[config.mk]
export PLATFORM = sky130hd
export DESIGN_NAME = axis_to_lbus_rx
export DESIGN_NICKNAME = d
export VERILOG_FILES = /design/src/rtl/axis_to_lbus_rx_pkg.sv /design/src/rtl/axis_to_lbus_rx_seg_encode.sv /design/src/rtl/axis_to_lbus_rx.sv
export SDC_FILE = /design/constraint.sdc
export NUM_CORES = 1
export LEC_CHECK = 0
export ABC_AREA = 1
export BUFFER_PORTS_ARGS = -buffer_cell sky130_fd_sc_hd__buf_2
export CAP_MARGIN = 20
export CORE_AREA = 2 2 468 470
export DETAILED_ROUTE_END_ITERATION = 10
export DIE_AREA = 0 0 470 472
export GPL_ROUTABILITY_DRIVEN = 1
export GPL_TIMING_DRIVEN = 0
export PLACE_DENSITY = 0.39
export SYNTH_ARGS = -nofsm -noshare
export SYNTH_HDL_FRONTEND = slang
export SYNTH_HIERARCHICAL = 1
export SYNTH_SLANG_ARGS = --single-unit
[constraint.sdc]
create_clock -name CLK -period 5.9 [get_ports CLK]
set_input_delay 0.59 -clock CLK [delete_from_list [all_inputs] [get_ports CLK]]
set_output_delay 0.59 -clock CLK [all_outputs]
set_load 0.05 [all_outputs]
[src/rtl/axis_to_lbus_rx_pkg.sv]
// Shared LBUS geometry, receive-FSM state encoding and keep helpers.
package axis_to_lbus_rx_pkg;

  localparam int NUM_SEG   = 4;
  localparam int SEG_W     = 128;
  localparam int SEG_BYTES = SEG_W / 8;
  localparam int MTY_W     = 4;
  localparam int SEG_IDX_W = $clog2(NUM_SEG);
  localparam int AXIS_W    = NUM_SEG * SEG_W;
  localparam int KEEP_W    = AXIS_W / 8;

  typedef enum logic [1:0] {
    ST_IDLE = 2'd0,
    ST_BODY = 2'd1,
    ST_GAP  = 2'd2
  } rx_state_e;

  // True when keep is a run of ones starting at bit 0 (zero also qualifies).
  function automatic logic keep_is_prefix(input logic [KEEP_W-1:0] k);
    return ((k & (k + KEEP_W'(1))) == '0);
  endfunction

endpackage

[src/rtl/axis_to_lbus_rx_seg_encode.sv]
// Per-segment keep decode: enable, last-byte-valid and empty-byte count.
module lbus_seg_encode
  import axis_to_lbus_rx_pkg::*;
(
  input  logic [SEG_BYTES-1:0] keep,
  output logic                 en,
  output logic                 last_vld,
  output logic [MTY_W-1:0]     mty
);

  localparam int CNT_W = $clog2(SEG_BYTES) + 1;

  logic [CNT_W-1:0] cnt;

  // Population count of kept bytes in this segment.
  always_comb begin
    cnt = '0;
    for (int i = 0; i < SEG_BYTES; i++) cnt = cnt + CNT_W'(keep[i]);
  end

  assign en       = |keep;
  assign last_vld = keep[SEG_BYTES-1];
  // An empty segment cannot express 16 in MTY_W bits; it saturates to 15.
  assign mty      = (cnt == '0) ? MTY_W'(SEG_BYTES - 1)
                                : MTY_W'(CNT_W'(SEG_BYTES) - cnt);

endmodule

[src/rtl/axis_to_lbus_rx.sv]
// 512-bit AXI4-Stream to 4-segment CMAC LBUS RX converter with inter-packet gap.
module axis_to_lbus_rx
  import axis_to_lbus_rx_pkg::*;
#(
  parameter int MIN_GAP = 1
) (
  input  logic                       CLK,
  input  logic                       RST_N,
  input  logic [AXIS_W-1:0]          S_AXIS_TDATA,
  input  logic [KEEP_W-1:0]          S_AXIS_TKEEP,
  input  logic                       S_AXIS_TLAST,
  input  logic                       S_AXIS_TVALID,
  output logic                       S_AXIS_TREADY,
  input  logic                       ERR_INJECT,
  output logic [AXIS_W-1:0]          LBUS_RX_DATA,
  output logic [NUM_SEG-1:0]         LBUS_RX_EN,
  output logic [NUM_SEG-1:0]         LBUS_RX_SOP,
  output logic [NUM_SEG-1:0]         LBUS_RX_EOP,
  output logic [NUM_SEG-1:0]         LBUS_RX_ERR,
  output logic [NUM_SEG*MTY_W-1:0]   LBUS_RX_MTY,
  output logic [31:0]                PKT_CNT,
  output logic [31:0]                ERR_CNT
);

  rx_state_e                       state, state_n;
  logic [7:0]                      gap_cnt;
  logic                            sticky_err, tready_q;
  logic                            accept, keep_zero, frm_err, pkt_err;
  logic [NUM_SEG-1:0]              seg_en, seg_lv;
  logic [NUM_SEG-1:0][MTY_W-1:0]   seg_mty;
  logic [SEG_IDX_W-1:0]            eop_idx;
  logic [AXIS_W-1:0]               data_swz;
  logic [NUM_SEG-1:0]              en_c, eop_c, err_c;
  logic [NUM_SEG-1:0][MTY_W-1:0]   mty_c;

  assign S_AXIS_TREADY = tready_q;
  assign accept        = S_AXIS_TVALID & tready_q;

  // Segment decode plus big-endian byte placement inside each segment.
  for (genvar g = 0; g < NUM_SEG; g++) begin : g_seg
    lbus_seg_encode u_enc (
      .keep     (S_AXIS_TKEEP[g*SEG_BYTES +: SEG_BYTES]),
      .en       (seg_en[g]),
      .last_vld (seg_lv[g]),
      .mty      (seg_mty[g])
    );
    for (genvar b = 0; b < SEG_BYTES; b++) begin : g_byte
      assign data_swz[g*SEG_W + (SEG_BYTES-1-b)*8 +: 8] = S_AXIS_TDATA[(g*SEG_BYTES+b)*8 +: 8];
    end
  end

  // A mid-packet beat must be fully kept: every segment ends valid with no empties.
  assign keep_zero = (S_AXIS_TKEEP == '0);
  assign frm_err   = keep_zero |
                     (S_AXIS_TLAST ? !keep_is_prefix(S_AXIS_TKEEP)
                                   : !((&seg_lv) && (seg_mty == '0)));
  assign pkt_err   = sticky_err | frm_err | ERR_INJECT;

  // EOP lands on the highest populated segment; an all-empty last beat uses segment 0.
  always_comb begin
    eop_idx = '0;
    for (int i = 0; i < NUM_SEG; i++) if (seg_en[i]) eop_idx = SEG_IDX_W'(i);
  end

  // Per-cycle LBUS control fields for the beat on the bus.
  always_comb begin
    en_c  = seg_en;
    eop_c = '0;
    err_c = '0;
    mty_c = '0;
    if (S_AXIS_TLAST) begin
      if (keep_zero) en_c[0] = 1'b1;
      eop_c[eop_idx] = 1'b1;
      err_c[eop_idx] = pkt_err;
      mty_c[eop_idx] = seg_mty[eop_idx];
    end
  end

  // Next-state logic: IDLE marks the start of a packet, GAP throttles the source.
  always_comb begin
    state_n = state;
    case (state)
      ST_IDLE, ST_BODY: begin
        if (accept) begin
          if (!S_AXIS_TLAST)     state_n = ST_BODY;
          else if (MIN_GAP == 0) state_n = ST_IDLE;
          else                   state_n = ST_GAP;
        end
      end
      ST_GAP:  if (gap_cnt == '0) state_n = ST_IDLE;
      default: state_n = ST_IDLE;
    endcase
  end

  // Control state: FSM, ready (registered so it is low throughout reset), gap timer, sticky error.
  always_ff @(posedge CLK) begin
    if (!RST_N) begin
      state      <= ST_IDLE;
      tready_q   <= 1'b0;
      gap_cnt    <= '0;
      sticky_err <= 1'b0;
    end else begin
      state    <= state_n;
      tready_q <= (state_n != ST_GAP);
      if (accept && S_AXIS_TLAST)          gap_cnt <= 8'(MIN_GAP - 1);
      else if (state == ST_GAP && gap_cnt != '0) gap_cnt <= gap_cnt - 8'd1;
      if (accept) sticky_err <= S_AXIS_TLAST ? 1'b0 : (sticky_err | frm_err);
    end
  end

  // Registered LBUS outputs and packet counters, one cycle after the accepting edge.
  always_ff @(posedge CLK) begin
    if (!RST_N) begin
      LBUS_RX_DATA <= '0;
      LBUS_RX_EN   <= '0;
      LBUS_RX_SOP  <= '0;
      LBUS_RX_EOP  <= '0;
      LBUS_RX_ERR  <= '0;
      LBUS_RX_MTY  <= '0;
      PKT_CNT      <= '0;
      ERR_CNT      <= '0;
    end else begin
      LBUS_RX_EN  <= accept ? en_c  : '0;
      LBUS_RX_EOP <= accept ? eop_c : '0;
      LBUS_RX_ERR <= accept ? err_c : '0;
      LBUS_RX_MTY <= accept ? mty_c : '0;
      LBUS_RX_SOP <= {{(NUM_SEG-1){1'b0}}, accept && (state == ST_IDLE)};
      if (accept) LBUS_RX_DATA <= data_swz;
      if (accept && S_AXIS_TLAST) begin
        PKT_CNT <= PKT_CNT + 32'd1;
        if (pkt_err) ERR_CNT <= ERR_CNT + 32'd1;
      end
    end
  end

endmodule
==> summary.txt <==
Die
  • DIE WIDTH: 470 um
  • I/O pin cnt: 1190
  • FP Rows: 171
  • Die area: 222000 sq um
  • Starting Density: 0.120
  • Core area: 217000 sq um
  • Die Span Y: 472 um

Yosys
  • Largest family of logic cells by synthesized area: simple AND/OR/NAND/NOR gates
  • #FFs+latches synth: 617
  • Gate count of the mapped netlist: 3634
  • Post-synthesis mux area share: 0.000384
  • Prevailing post-synth register cell: dfxtp_1
  • Simple-gate share of the synthesized area: 0.290
  • Cell Area, Synth: 26000 sq um
  • Cell variety after synth: 42
  • Async SR Flop Fraction: 0
  • Adder-cell share of the synthesized area: 0.0456
  • Yosys warns: 6
  • Synth Area in XOR/XNOR: 0.00437
  • Post-synthesis sequential area ratio: 0.474
  • Mapped Avg Cell Area: 7.17 sq um
  • Post-synthesis compound-gate area fraction: 0.123
  • Number of synthesized flops with an enable pin: 0

Placed design
  • Inst Count DP: 7682
  • Port Buffers: 1186
  • DP HPWL: 149000 um
  • Routability Congestion: 0.908

Drt
  • Metal3 WL: 14400 um
  • DRC Markers: 0
  • Met1 wire length: 71900 um
  • Antenna viol nets, final: 0
  • Initial drt markers: 1856
  • Pre-antenna DRT Iters: 7
  • Drt wl/cell: 22.0 um
  • Vias: 29.6k
  • Metal2 WL: 79700 um
  • DR top layer: met5
  • Final wirelength: 173000 um
  • DR vias/cell: 3.77

Worst setup path
  • Worst r2r dst: PKT_CNT[30]
  • Worst endpoint data arrival time: 6.29 ns
  • Reg-to-Reg Start: S_AXIS_TREADY
  • Register-to-Register Path Depth: 15
  • Worst EP required: 6.49 ns
  • CP max stage delay: 0.57 ns
  • Setup CP Type: in -> reg
  • Worst-path fanout max: 10
  • CP Capture Type: flip-flop
  • CP delay by family, top: adder cells
  • R2r setup slk: 2.41 ns
  • Type of origin of the critical path: input port
  • Worst path bufs/invs: 7
  • Cell with the largest stage delay on the worst path: fa_1
  • CP most frequent cell: fa_1

Layout
  • Filler instances: 25.1k
  • Share of layout cells above drive strength 1: 0.278
  • Layout overhead on the synthesized area: 47.8%
  • Finished Core Util: 0.178
  • Non-filler cells, final: 7856
  • Layout Nets: 5564

GRT
  • Largest net degree at the start of global routing: 13
  • Total congestion overflow: 0
  • First-pass GRT wire length: 234000 um
  • Initial antenna violation count: 85
  • Vias in the first global route: 29.2k
  • Gr usage total: 0.150

Power
  • Power density over cell area: 356 nW/um^2
  • Tot Pwr: 13.7 mW
  • P_leak: 17.4 nW
  • Maximum VDD drop: 0.195 mV

Run status
  • Status: completed

Clocking
  • TritonCTS buffer count: 78
  • Clock latency on the worst-skew pair: 0.73 ns
  • CTS tree: yes
  • Root buf cell: clkbuf_16
  • H-tree levels: 3
  • CTS Sinks: 617
  • Clock slew at reported path FFs: 0.06 ns
  • Clock tree buffer depth: 3

Hold path
  • HP Class: in -> reg
  • WHS Path Cells: 3
  • Hold Crit Start: S_AXIS_TDATA[67]
  • Min-Delay Endpoint: LBUS_RX_DATA[59]

STA
  • Worst slew pin tran: 1.07 ns
  • Max frequency: 175 MHz
  • Final hold viol count: 0
  • Setup_tns: 0 ns
  • Minimum clock period: 5.70 ns
  • Fin crit share: 0.967
  • Slew Limit Fails: 0
  • Setup violations, final: 0
  • Layout Skew: 0.0311 ns
  • RSZ-0062 raised after global routing: false
  • Slew HR: 0.284

Run
  • Total of max-cap violations: 0
synthesized netlist by cell type, types with 2 or more instances:
master	count	area, sq um
nand3_2	4	40.0
ha_1	31	388
a31oi_1	2	12.5
dfxtp_1	617	12400
nand4_1	29	181
nor3_1	45	225
nand3b_1	5	37.5
a21oi_1	66	330
nand2_1	369	1390
fa_1	40	801
nand2_2	19	119
o21a_1	2	15.0
buf_6	3	33.8
buf_4	7	52.6
clkbuf_1	167	627
xor2_1	7	61.3
o21ai_1	8	40.0
inv_1	215	807
clkinv_1	2	7.51
nand3_1	92	460
buf_2	4	20.0
nor2_1	1269	4760
nor2_2	8	50.1
xnor2_1	6	52.6
nor3b_1	3	22.5
or2_2	2	12.5
nor4_1	31	194
nor2_4	3	33.8
and3_1	2	12.5
buf_1	12	45.0
o22ai_1	3	18.8
o21ai_0	551	2760
worst register-to-register path, cell delays in order (launching register included):
cell	delay, ns
dfxtp_1	0.58
nand2_1	0.30
buf_2	0.36
nor2_2	0.18
nand3_1	0.22
nor2_1	0.26
nand2_1	0.11
nor2_1	0.11
nand3_1	0.11
nor2_1	0.23
nand4_1	0.16
nor2_1	0.21
nand2_1	0.15
nor2_2	0.17
and3_1	0.18
nor3_1	0.04
cell type report:
class / instances / area [sq um] / area share
Sequential cell: 617 / 12400 / 0.321
Multi-Input combinational cell: 2608 / 12100 / 0.315
Timing Repair Buffer: 1196 / 6070 / 0.158
Tap cell: 2854 / 3570 / 0.0927
Clock buffer: 113 / 2270 / 0.0591
Inverter: 218 / 818 / 0.0213
Buffer: 193 / 793 / 0.0206
Clock inverter: 28 / 413 / 0.0107
Antenna cell: 29 / 72.6 / 0.00188
registers in the layout, summed over array words and instances (netlist names):
| register | count |
|---|---|
| LBUS_RX_DATA | 512 |
| ERR_CNT | 32 |
| PKT_CNT | 32 |
| LBUS_RX_MTY | 16 |
| gap_cnt | 8 |
| LBUS_RX_EN | 4 |
| LBUS_RX_EOP | 4 |
| LBUS_RX_ERR | 4 |
| state | 2 |
| LBUS_RX_SOP | 1 |
| S_AXIS_TREADY | 1 |
| sticky_err | 1 |
power by group:
group	switching (mW)	internal [mW]	leakage, nW
Sequential	0.162	4.44	5.07
Clock	2.14	2.97	1.32
Combinational	2.92	1.10	11.0
Total	5.22	8.51	17.4
layer usage:
layer	global-route usage	vias up
li1	-	14200
met1	0.178	13900
met2	0.249	1235
met3	0.0498	243
met4	0.0567	32
met5	0	-
what timing repair did:
action,CTS,global route
setup buffers,0,2
pin swaps,0,2
hold buffers,2,0
endpoints found under the hold margin,2,0
endpoints found under the setup margin,36,36
gates resized for setup,5,2
cell usage in the layout (no fill, tap or decap), types with 66 or more instances in the layout:
cell / Yosys / routed
nor2_1: 1269 / 1269
inv_1: 215 / 215
buf_2: 4 / 1189
nand2_1: 369 / 369
nand3_1: 92 / 92
clkbuf_1: 167 / 177
dfxtp_1: 617 / 617
o21ai_0: 551 / 551
a21oi_1: 66 / 66
clkbuf_16: 0 / 79
cell families (layout without fill, tap and decap cells):
group	count (synthesis)	in the layout
adder cells (fa/ha/maj)	71	71
XOR/XNOR	13	13
flip-flops	617	617
AO/OA/AOI/OAI	637	637
other	1	32
AND/OR/NAND/NOR	1883	1883
multiplexers	1	1
buffers and inverters	411	1748
through the flow:
stage / hold WS, ns / setup slack (ns) / area (sq um)
global route: 0.0632 / 0.000303 / 38400
finish: 0.121 / 0.197 / 38500
detailed placement: 0.428 / -1.26 / 35700
CTS: 0.000529 / 0.0567 / 38400
global placement: 0.416 / -1.25 / 35600
floorplan: 0.397 / 0.540 / 26100
worst max-delay path by stage:
stage             endpoint              from  cells past startpoint  slack (ns)
2_1_floorplan  ERR_CNT[16]   S_AXIS_TKEEP[0]                     23        0.54
3_3_place_gp   ERR_CNT[26]  S_AXIS_TKEEP[48]                     24       -1.25
3_5_place_dp   ERR_CNT[22]  S_AXIS_TKEEP[48]                     24       -1.26
4_1_cts        ERR_CNT[27]  S_AXIS_TKEEP[32]                     24        0.06
5_1_grt        ERR_CNT[20]  S_AXIS_TKEEP[32]                     25      0.0003
6_report        ERR_CNT[7]  S_AXIS_TKEEP[32]                     25        0.20
Note: power is estimated with default switching activity, not from simulation.
